[config.mk]
export PLATFORM = sky130hd
export DESIGN_NAME = aq_spsram_1024x64_ctrl_flat
export DESIGN_NICKNAME = d
export VERILOG_FILES = /design/src/rtl/aq_spsram_1024x64_ctrl_if.sv /design/src/rtl/aq_spsram_1024x64_ctrl.sv /design/src/flat_wrapper.sv
export SDC_FILE = /design/constraint.sdc
export NUM_CORES = 1
export LEC_CHECK = 0
export BUFFER_PORTS_ARGS = -buffer_cell sky130_fd_sc_hd__buf_2
export CAP_MARGIN = 20
export CORE_AREA = 4 4 140 142
export CTS_CLUSTER_DIAMETER = 40
export DETAILED_ROUTE_END_ITERATION = 10
export DIE_AREA = 0 0 144 146
export HOLD_SLACK_MARGIN = 0.12
export PLACE_DENSITY = 0.52
export SYNTH_ARGS = -nofsm -noshare
export SYNTH_HDL_FRONTEND = slang
export SYNTH_SLANG_ARGS = --single-unit
[constraint.sdc]
create_clock -name forever_cpuclk -period 2.6 [get_ports forever_cpuclk]
set_input_delay 0.78 -clock forever_cpuclk [delete_from_list [all_inputs] [get_ports forever_cpuclk]]
set_output_delay 0.78 -clock forever_cpuclk [all_outputs]
set_load 0.03 [all_outputs]
[src/rtl/aq_spsram_1024x64_ctrl_if.sv]
// Request/response and SRAM macro pin bundle for the LSU 1024x64 SRAM access controller.
// The controller uses the slave view; the requester/macro side uses the master view.
interface aq_spsram_1024x64_ctrl_if #(
    parameter int ADDR_WIDTH = 10,
    parameter int DATA_WIDTH = 64
);
    localparam int MASK_WIDTH = DATA_WIDTH / 8;

    logic                  init_req;
    logic                  init_busy;

    logic                  rd_req;
    logic [ADDR_WIDTH-1:0] rd_addr;
    logic                  rd_gnt;
    logic                  rd_vld;
    logic [DATA_WIDTH-1:0] rd_data;

    logic                  wr_req;
    logic [ADDR_WIDTH-1:0] wr_addr;
    logic [DATA_WIDTH-1:0] wr_data;
    logic [MASK_WIDTH-1:0] wr_bmask;
    logic                  wr_gnt;

    logic                  sram_cen;
    logic                  sram_gwen;
    logic [DATA_WIDTH-1:0] sram_wen;
    logic [ADDR_WIDTH-1:0] sram_a;
    logic [DATA_WIDTH-1:0] sram_d;
    logic [DATA_WIDTH-1:0] sram_q;

    modport slave (
        input  init_req, rd_req, rd_addr, wr_req, wr_addr, wr_data, wr_bmask, sram_q,
        output init_busy, rd_gnt, rd_vld, rd_data, wr_gnt,
               sram_cen, sram_gwen, sram_wen, sram_a, sram_d
    );

    modport master (
        output init_req, rd_req, rd_addr, wr_req, wr_addr, wr_data, wr_bmask, sram_q,
        input  init_busy, rd_gnt, rd_vld, rd_data, wr_gnt,
               sram_cen, sram_gwen, sram_wen, sram_a, sram_d
    );
endinterface

[src/rtl/aq_spsram_1024x64_ctrl.sv]
// Access controller for the LSU 1024x64 single-port SRAM: read/write arbitration with
// round-robin on contention, and a full-array clear sweep after reset or on init_req.
module aq_spsram_1024x64_ctrl #(
    parameter int                    ADDR_WIDTH = 10,
    parameter int                    DATA_WIDTH = 64,
    parameter logic [DATA_WIDTH-1:0] INIT_VAL   = '0
) (
    input logic                     forever_cpuclk,
    input logic                     cpurst,
    aq_spsram_1024x64_ctrl_if.slave bus
);
    localparam int                    MASK_WIDTH = DATA_WIDTH / 8;
    localparam logic [ADDR_WIDTH-1:0] LAST_ADDR  = '1;

    typedef enum logic {
        ST_INIT,
        ST_IDLE
    } state_t;

    state_t                state_q;
    state_t                state_d;
    logic [ADDR_WIDTH-1:0] init_cnt_q;
    logic                  rr_prio_q;
    logic                  rd_vld_q;
    logic                  contended;
    logic [DATA_WIDTH-1:0] wr_wen;

    // NOTE: sequential state uses non-blocking assignments so every register samples
    // pre-edge values regardless of process ordering.
    always_ff @(posedge forever_cpuclk) begin
        if (cpurst) begin
            state_q <= ST_INIT;
        end else begin
            state_q <= state_d;
        end
    end

    always_ff @(posedge forever_cpuclk) begin
        if (cpurst) begin
            init_cnt_q <= '0;
            rr_prio_q  <= 1'b0;
            rd_vld_q   <= 1'b0;
        end else begin
            if (state_q == ST_INIT) begin
                init_cnt_q <= init_cnt_q + ADDR_WIDTH'(1);
            end
            if (contended) begin
                rr_prio_q <= ~rr_prio_q;
            end
            rd_vld_q <= bus.rd_gnt;
        end
    end

    always_comb begin
        state_d = state_q;
        case (state_q)
            ST_INIT: if (init_cnt_q == LAST_ADDR) state_d = ST_IDLE;
            ST_IDLE: if (bus.init_req)            state_d = ST_INIT;
            default:                              state_d = ST_INIT;
        endcase
    end

    // Byte mask expanded to the macro's active-low per-bit write enables.
    always_comb begin
        wr_wen = '1;
        for (int i = 0; i < MASK_WIDTH; i++) begin
            wr_wen[8*i +: 8] = {8{~bus.wr_bmask[i]}};
        end
    end

    // NOTE: every output gets a default before the case so no path leaves a latch.
    always_comb begin
        bus.rd_gnt    = 1'b0;
        bus.wr_gnt    = 1'b0;
        bus.sram_cen  = 1'b1;
        bus.sram_gwen = 1'b1;
        bus.sram_wen  = '1;
        bus.sram_a    = bus.rd_addr;
        bus.sram_d    = bus.wr_data;
        contended     = 1'b0;

        if (!cpurst) begin
            case (state_q)
                ST_INIT: begin
                    bus.sram_cen  = 1'b0;
                    bus.sram_gwen = 1'b0;
                    bus.sram_wen  = '0;
                    bus.sram_a    = init_cnt_q;
                    bus.sram_d    = INIT_VAL;
                end
                ST_IDLE: begin
                    if (!bus.init_req) begin
                        contended = bus.rd_req & bus.wr_req;
                        if (bus.rd_req && (!bus.wr_req || !rr_prio_q)) begin
                            bus.rd_gnt   = 1'b1;
                            bus.sram_cen = 1'b0;
                            bus.sram_a   = bus.rd_addr;
                        end else if (bus.wr_req) begin
                            // An all-zero mask is still granted but skips the macro access.
                            bus.wr_gnt    = 1'b1;
                            bus.sram_cen  = ~|bus.wr_bmask;
                            bus.sram_gwen = 1'b0;
                            bus.sram_wen  = wr_wen;
                            bus.sram_a    = bus.wr_addr;
                            bus.sram_d    = bus.wr_data;
                        end
                    end
                end
                default: ;
            endcase
        end
    end

    assign bus.init_busy = cpurst | (state_q == ST_INIT);
    assign bus.rd_vld    = rd_vld_q & ~cpurst;
    assign bus.rd_data   = bus.sram_q;
endmodule

[src/flat_wrapper.sv]
// flat-port wrapper written by rule: the top's interface ports become plain ports
module aq_spsram_1024x64_ctrl_flat 
#(
    parameter int                    ADDR_WIDTH = 10,
    parameter int                    DATA_WIDTH = 64,
    parameter logic [DATA_WIDTH-1:0] INIT_VAL   = '0
)
  (forever_cpuclk, cpurst, bus_init_req, bus_rd_req, bus_rd_addr, bus_wr_req, bus_wr_addr, bus_wr_data, bus_wr_bmask, bus_sram_q, bus_init_busy, bus_rd_gnt, bus_rd_vld, bus_rd_data, bus_wr_gnt, bus_sram_cen, bus_sram_gwen, bus_sram_wen, bus_sram_a, bus_sram_d);
  aq_spsram_1024x64_ctrl_if #(.ADDR_WIDTH(ADDR_WIDTH), .DATA_WIDTH(DATA_WIDTH)) bus_i ();
  input logic forever_cpuclk;
  input logic cpurst;
  input wire logic [$bits(bus_i.init_req)-1:0] bus_init_req;
  input wire logic [$bits(bus_i.rd_req)-1:0] bus_rd_req;
  input wire logic [$bits(bus_i.rd_addr)-1:0] bus_rd_addr;
  input wire logic [$bits(bus_i.wr_req)-1:0] bus_wr_req;
  input wire logic [$bits(bus_i.wr_addr)-1:0] bus_wr_addr;
  input wire logic [$bits(bus_i.wr_data)-1:0] bus_wr_data;
  input wire logic [$bits(bus_i.wr_bmask)-1:0] bus_wr_bmask;
  input wire logic [$bits(bus_i.sram_q)-1:0] bus_sram_q;
  output wire logic [$bits(bus_i.init_busy)-1:0] bus_init_busy;
  output wire logic [$bits(bus_i.rd_gnt)-1:0] bus_rd_gnt;
  output wire logic [$bits(bus_i.rd_vld)-1:0] bus_rd_vld;
  output wire logic [$bits(bus_i.rd_data)-1:0] bus_rd_data;
  output wire logic [$bits(bus_i.wr_gnt)-1:0] bus_wr_gnt;
  output wire logic [$bits(bus_i.sram_cen)-1:0] bus_sram_cen;
  output wire logic [$bits(bus_i.sram_gwen)-1:0] bus_sram_gwen;
  output wire logic [$bits(bus_i.sram_wen)-1:0] bus_sram_wen;
  output wire logic [$bits(bus_i.sram_a)-1:0] bus_sram_a;
  output wire logic [$bits(bus_i.sram_d)-1:0] bus_sram_d;
  assign bus_i.init_req = bus_init_req;
  assign bus_i.rd_req = bus_rd_req;
  assign bus_i.rd_addr = bus_rd_addr;
  assign bus_i.wr_req = bus_wr_req;
  assign bus_i.wr_addr = bus_wr_addr;
  assign bus_i.wr_data = bus_wr_data;
  assign bus_i.wr_bmask = bus_wr_bmask;
  assign bus_i.sram_q = bus_sram_q;
  assign bus_init_busy = bus_i.init_busy;
  assign bus_rd_gnt = bus_i.rd_gnt;
  assign bus_rd_vld = bus_i.rd_vld;
  assign bus_rd_data = bus_i.rd_data;
  assign bus_wr_gnt = bus_i.wr_gnt;
  assign bus_sram_cen = bus_i.sram_cen;
  assign bus_sram_gwen = bus_i.sram_gwen;
  assign bus_sram_wen = bus_i.sram_wen;
  assign bus_sram_a = bus_i.sram_a;
  assign bus_sram_d = bus_i.sram_d;
  aq_spsram_1024x64_ctrl #(.ADDR_WIDTH(ADDR_WIDTH), .DATA_WIDTH(DATA_WIDTH), .INIT_VAL(INIT_VAL)) u_core (.forever_cpuclk(forever_cpuclk), .cpurst(cpurst), .bus(bus_i));
endmodule
* Yosys cells after proc, flatten, opt, wreduce, memory -nomap -nowiden
Index checks and enable logic that the tools add are counted.
Operators by class: add/subtract/negate cells 1, eq/ne operators 1, mux-type cells 37, bitwise logic cells 14, reduce and logical (&&, ||, !) cells 6
Operators with widths (count):
- 64-bit 2-to-1 mux | 5
- 64-bit case mux with 2 select lines | 2
- 10-bit 2-to-1 mux | 4
- 1-bit 2-to-1 mux | 22
- 10-bit case mux with 2 select lines | 1
- 1-bit inverter | 11
- 10-bit by 1-bit adder with 10-bit output (second input constant) | 1
- 10-bit equality test (second input constant) | 1
- 8-bit OR reduction | 1
- 1-bit case mux with 2 select lines | 3
- 1-bit zero test | 3
- 1-bit AND | 2
- 1-bit logical AND | 1
- 1-bit logical OR | 1
- 1-bit bitwise OR | 1
Word-level totals: flip-flop bits (word level) 13, output and inout bits 208, word-level logic and storage cells 63

* Longest topological paths before layout
word-level depth 7, mapped depth 6

* Least setup slack after synthesis
Ideal clock, no wire load.
path kind input port to output port, start point input port cpurst, end point output port bus_sram_wen[10], arrival 2344 ps, required time 1820 ps, slack -524 ps, cell stages on the path 4, cell sequence buf_6 nor2_1 o21ai_0 buf_4
Between the ends: cells in the longest elaborated chain, start to end 1
RTL lines:
- start: declaration | line flat_wrapper.sv:11 | input logic cpurst;
- 64-bit 2-to-1 mux | line aq_spsram_1024x64_ctrl.sv:82 | if (!cpurst) begin
- end: declaration | line flat_wrapper.sv:27 | output wire logic [$bits(bus_i.sram_wen)-1:0] bus_sram_wen;
Every way passes these cells.

* Final worst setup path
start point input port bus_rd_req, end point output port bus_sram_a[3]
Between the ends: cells in the longest elaborated chain, start to end 5
RTL lines:
- start: declaration | line flat_wrapper.sv:13 | input wire logic [$bits(bus_i.rd_req)-1:0] bus_rd_req;
- 1-bit logical AND | line aq_spsram_1024x64_ctrl.sv:94 | if (bus.rd_req && (!bus.wr_req || !rr_prio_q)) begin
- 10-bit 2-to-1 mux | line aq_spsram_1024x64_ctrl.sv:94
- 10-bit 2-to-1 mux | line aq_spsram_1024x64_ctrl.sv:92 | if (!bus.init_req) begin
- 10-bit case mux with 2 select lines | line aq_spsram_1024x64_ctrl.sv:83 | case (state_q)
- 10-bit 2-to-1 mux | line aq_spsram_1024x64_ctrl.sv:82
- end: declaration | line flat_wrapper.sv:28 | output wire logic [$bits(bus_i.sram_a)-1:0] bus_sram_a;
Every way passes these cells.

==> flow_metrics.env <==
export IMPL_hold_end="u_core.init_cnt_q[0]"
export IMPL_hpwl_um=9550
export IMPL_syn_avg_cell_area_um2=7.29
export IMPL_leakage_nw=1.83
export IMPL_grt_antenna_before_repair=4
export IMPL_gp_congestion=0.723
export IMPL_fmax_mhz=384
export IMPL_rsz0062_at_grt="true"
export IMPL_fin_crit_ns=2.60
export IMPL_synthesis_area_mm2=0.00230
export IMPL_yosysSeqAreaShare=0.113
export IMPL_r2r_slack_ns=1.13
export IMPL_ys_ff_latch=13
export IMPL_multi_input_area_mm2=0.00132
export IMPL_clock_latency_ns=0.24
export IMPL_hold_viol_final=0
export IMPL_worstReg2RegStart="u_core.state_q"
export IMPL_postSynthCellCount=316
export IMPL_wl_um=11600
export IMPL_core_area_mm2=0.0185
export IMPL_area_growth_pct=65.6
export IMPL_status="finished, violations left"
export IMPL_fp_dieArea_mm2=0.0210
export IMPL_clk_path_buf_depth=2
export IMPL_max_stage_delay_ns=0.22
export IMPL_ctsHoldBuffers=0
export IMPL_post_route_cells_drive_above_1_share=0.701
export IMPL_initial_utilization=0.125
export IMPL_holdPathStages=2
export IMPL_die_x_um=144
export IMPL_ios=369
export IMPL_overflow=0
export IMPL_holdWs_ns=0.526
export IMPL_fillers=2064
export IMPL_grt_use_total=0.0914
export IMPL_crit_top_cell="buf_6"
export IMPL_path_class="in -> out"
export IMPL_die_h_um=146
export IMPL_slew_viol_final=0
export IMPL_crit_path_max_fanout=5
export IMPL_grt_pass1_wl_um=14500
export IMPL_max_cap_violations=0
export IMPL_ys_types=34
export IMPL_cp_arrival_ns=1.82
export IMPL_numClockSinks=13
export IMPL_synth_xor_area_share=0.0304
export IMPL_seq_area_um2=260
export IMPL_drt_first_pass_iters=4
export IMPL_layout_nets=618
export IMPL_vias=2512
export IMPL_synth_top_family_by_area="buffers and inverters"
export IMPL_timing_rr_end="u_core.init_cnt_q[5]"
export IMPL_finalInstanceArea_mm2=0.00381
export IMPL_start_kind="primary input"
export IMPL_drc=0
export IMPL_wl_per_cell_um=16.7
export IMPL_port_buffers=240
export IMPL_hp_class="reg -> reg"
export IMPL_clk_pin_slew_ns=0.04
export IMPL_worst_setup_path_end_kind="output pin"
export IMPL_drtAntennaViolNets=0
export IMPL_synthAdderAreaFrac=0.00543
export IMPL_cp_required_ns=1.82
export IMPL_cts_tree="done"
export IMPL_violations="negative setup slack"
export IMPL_fin_crit_sh=1.00
export IMPL_cts_htree_levels=1
export IMPL_cts_buffers_inserted=3
export IMPL_final_setup_tns_ns=-0.00479
export IMPL_p_per_area_mw_per_mm2=334
export IMPL_setup_violations=1
export IMPL_row_count=50
export IMPL_fin_ws_ns=-0.00479
export IMPL_grt_start_max_net_pins=51
export IMPL_synth_fp_nets=478
export IMPL_fin_skew_ns=0.00108
export IMPL_routed_via_density=3.64
export IMPL_synth_compound_gate_area_share=0.111
export IMPL_yosysWarnings=0
export IMPL_hold_start="u_core.init_cnt_q[0]"
export IMPL_r2r_cells=4
export IMPL_crit_path_start="bus_rd_req"
export IMPL_crit_chain="buf_8 -> nand2b_4 -> buf_6 -> and3_4 -> buf_12 -> o22ai_4 -> a21oi_2 -> buf_6"
export IMPL_muxShareOfSynthArea=0.00435
export IMPL_slew_headroom=0.698
export IMPL_grt_pass1_vias=2274
export IMPL_peakVddDrop_uv=160
export IMPL_synth_simple_area_share=0.282
export IMPL_instances_no_fill=691
export IMPL_dp_cells=679
export IMPL_place_area_mm2=0.00304
export IMPL_worst_pin_slew_ns=0.453
export IMPL_cts_root_buf="clkbuf_16"
export IMPL_crit_slowest_cell="and3_4"
export IMPL_initialDrtViolationCount=80
-- cells in the final DEF, fill, tap and decap left out, types with 2 or more instances in the layout --
cell and n:
nor4_1 2, buf_6 30, nor3_2 3, nor2_1 10, nand3_4 2, o22ai_4 7
diode_2 2, xor2_1 3, o22ai_2 10, nor2b_1 4, buf_2 171, inv_1 4
xnor2_1 5, nand4_1 2, o22ai_1 2, a21oi_2 9, nand3_1 4, buf_4 59
clkbuf_16 7, dfxtp_1 13, o21ai_4 6, o21ai_2 2, o21ai_0 2, nor3_1 4
buf_12 4, and2_1 64, a21oi_1 2, nand2_1 5
-- routing by layer --
metal | share of wire | vias to the layer above | GRT usage | wire [um]
li1 | - | 1194 | - | -
met1 | 0.35 | 1135 | 0.0929 | 4000
met2 | 0.53 | 148 | 0.169 | 6090
met3 | 0.11 | 35 | 0.0401 | 1220
met4 | 0.022 | 0 | 0.0217 | 256
met5 | 0 | - | 0 | 0
-- final cells by class --
| type | count | area share |
|---|---|---|
| multi-input cells | 163 | 0.346 |
| inverters | 6 | 0.00656 |
| clock buffers | 4 | 0.0207 |
| flip-flops and latches | 13 | 0.0682 |
| diodes | 2 | 0.00131 |
| repair buffers | 269 | 0.480 |
| well taps | 234 | 0.0767 |
-- timing repair --
item,4_1_cts,5_1_grt
setup endpoints to repair,129,103
gates cloned,1,4
buffers inserted,1,0
gates resized for setup,84,89
pin swaps,2,12
-- Yosys cell counts, drive strengths merged --
library cell,n,area share
buf,131,0.44
and2,64,0.17
o22ai,19,0.052
dfxtp,13,0.11
a21oi,12,0.028
nor2,11,0.018
o21ai,10,0.022
nor3,7,0.020
inv,6,0.0098
nand3,6,0.018
nand2,5,0.0081
xnor2,5,0.019
nor2b,4,0.011
clkbuf,3,0.0054
nor4,3,0.0081
xor2,3,0.011
nand2b,2,0.0054
nand4,2,0.0054
a21boi,1,0.0033
a41oi,1,0.0038
and2b,1,0.0033
and3,1,0.0027
ha,1,0.0054
mux2i,1,0.0043
nand3b,1,0.0033
o21a,1,0.0033
or2,1,0.0027
or3,1,0.0027
-- flip-flops by register name (all words and copies together), names as in the netlist --
signal / cells
u_core.init_cnt_q: 10
u_core.rd_vld_q: 1
u_core.rr_prio_q: 1
u_core.state_q: 1
-- report_power, final --
part,internal [mW],switching [mW]
Sequential,0.204,0.00624
Clock,0.207,0.0827
Combinational,0.306,0.469
Total,0.717,0.558
-- critical path: cells and delay by family --
| family | cells | cell delay [ns] |
|---|---|---|
| buffers and inverters | 4 | 0.49 |
| AND/OR/NAND/NOR | 2 | 0.30 |
| AO/OA/AOI/OAI | 2 | 0.25 |
-- worst max path at each step --
stage	cells after the start	end
6_report	8	bus_sram_a[3]
5_1_grt	5	bus_sram_d[26]
4_1_cts	8	bus_sram_a[0]
3_5_place_dp	7	bus_sram_wen[51]
3_3_place_gp	7	bus_sram_wen[53]
2_1_floorplan	4	bus_sram_wen[10]
-- kinds of logic (layout without fill, tap and decap cells) --
kind of cell               count (synthesis)  in the layout
adders and majority gates                  1              1
xor gates and xnor gates                   8              8
AOI/OAI and AO/OA                         44             44
DFF                                       13             13
other                                      0              2
buffers and inverters                    140            279
and+or+nand+nor                          109            109
muxes                                      1              1
-- per-stage QoR --
| step | utilization | total power [mW] | worst slack [ns] |
|---|---|---|---|
| global route | 0.206 | 1.34 | -0.0382 |
| CTS | 0.185 | 1.21 | -0.0114 |
| global placement | 0.165 | 0.853 | -0.203 |
| floorplan | - | 0.874 | -0.149 |
| detailed placement | 0.165 | 0.855 | -0.239 |
| finish | 0.207 | 1.28 | -0.00479 |
Note: power is estimated with default switching activity, not from simulation.
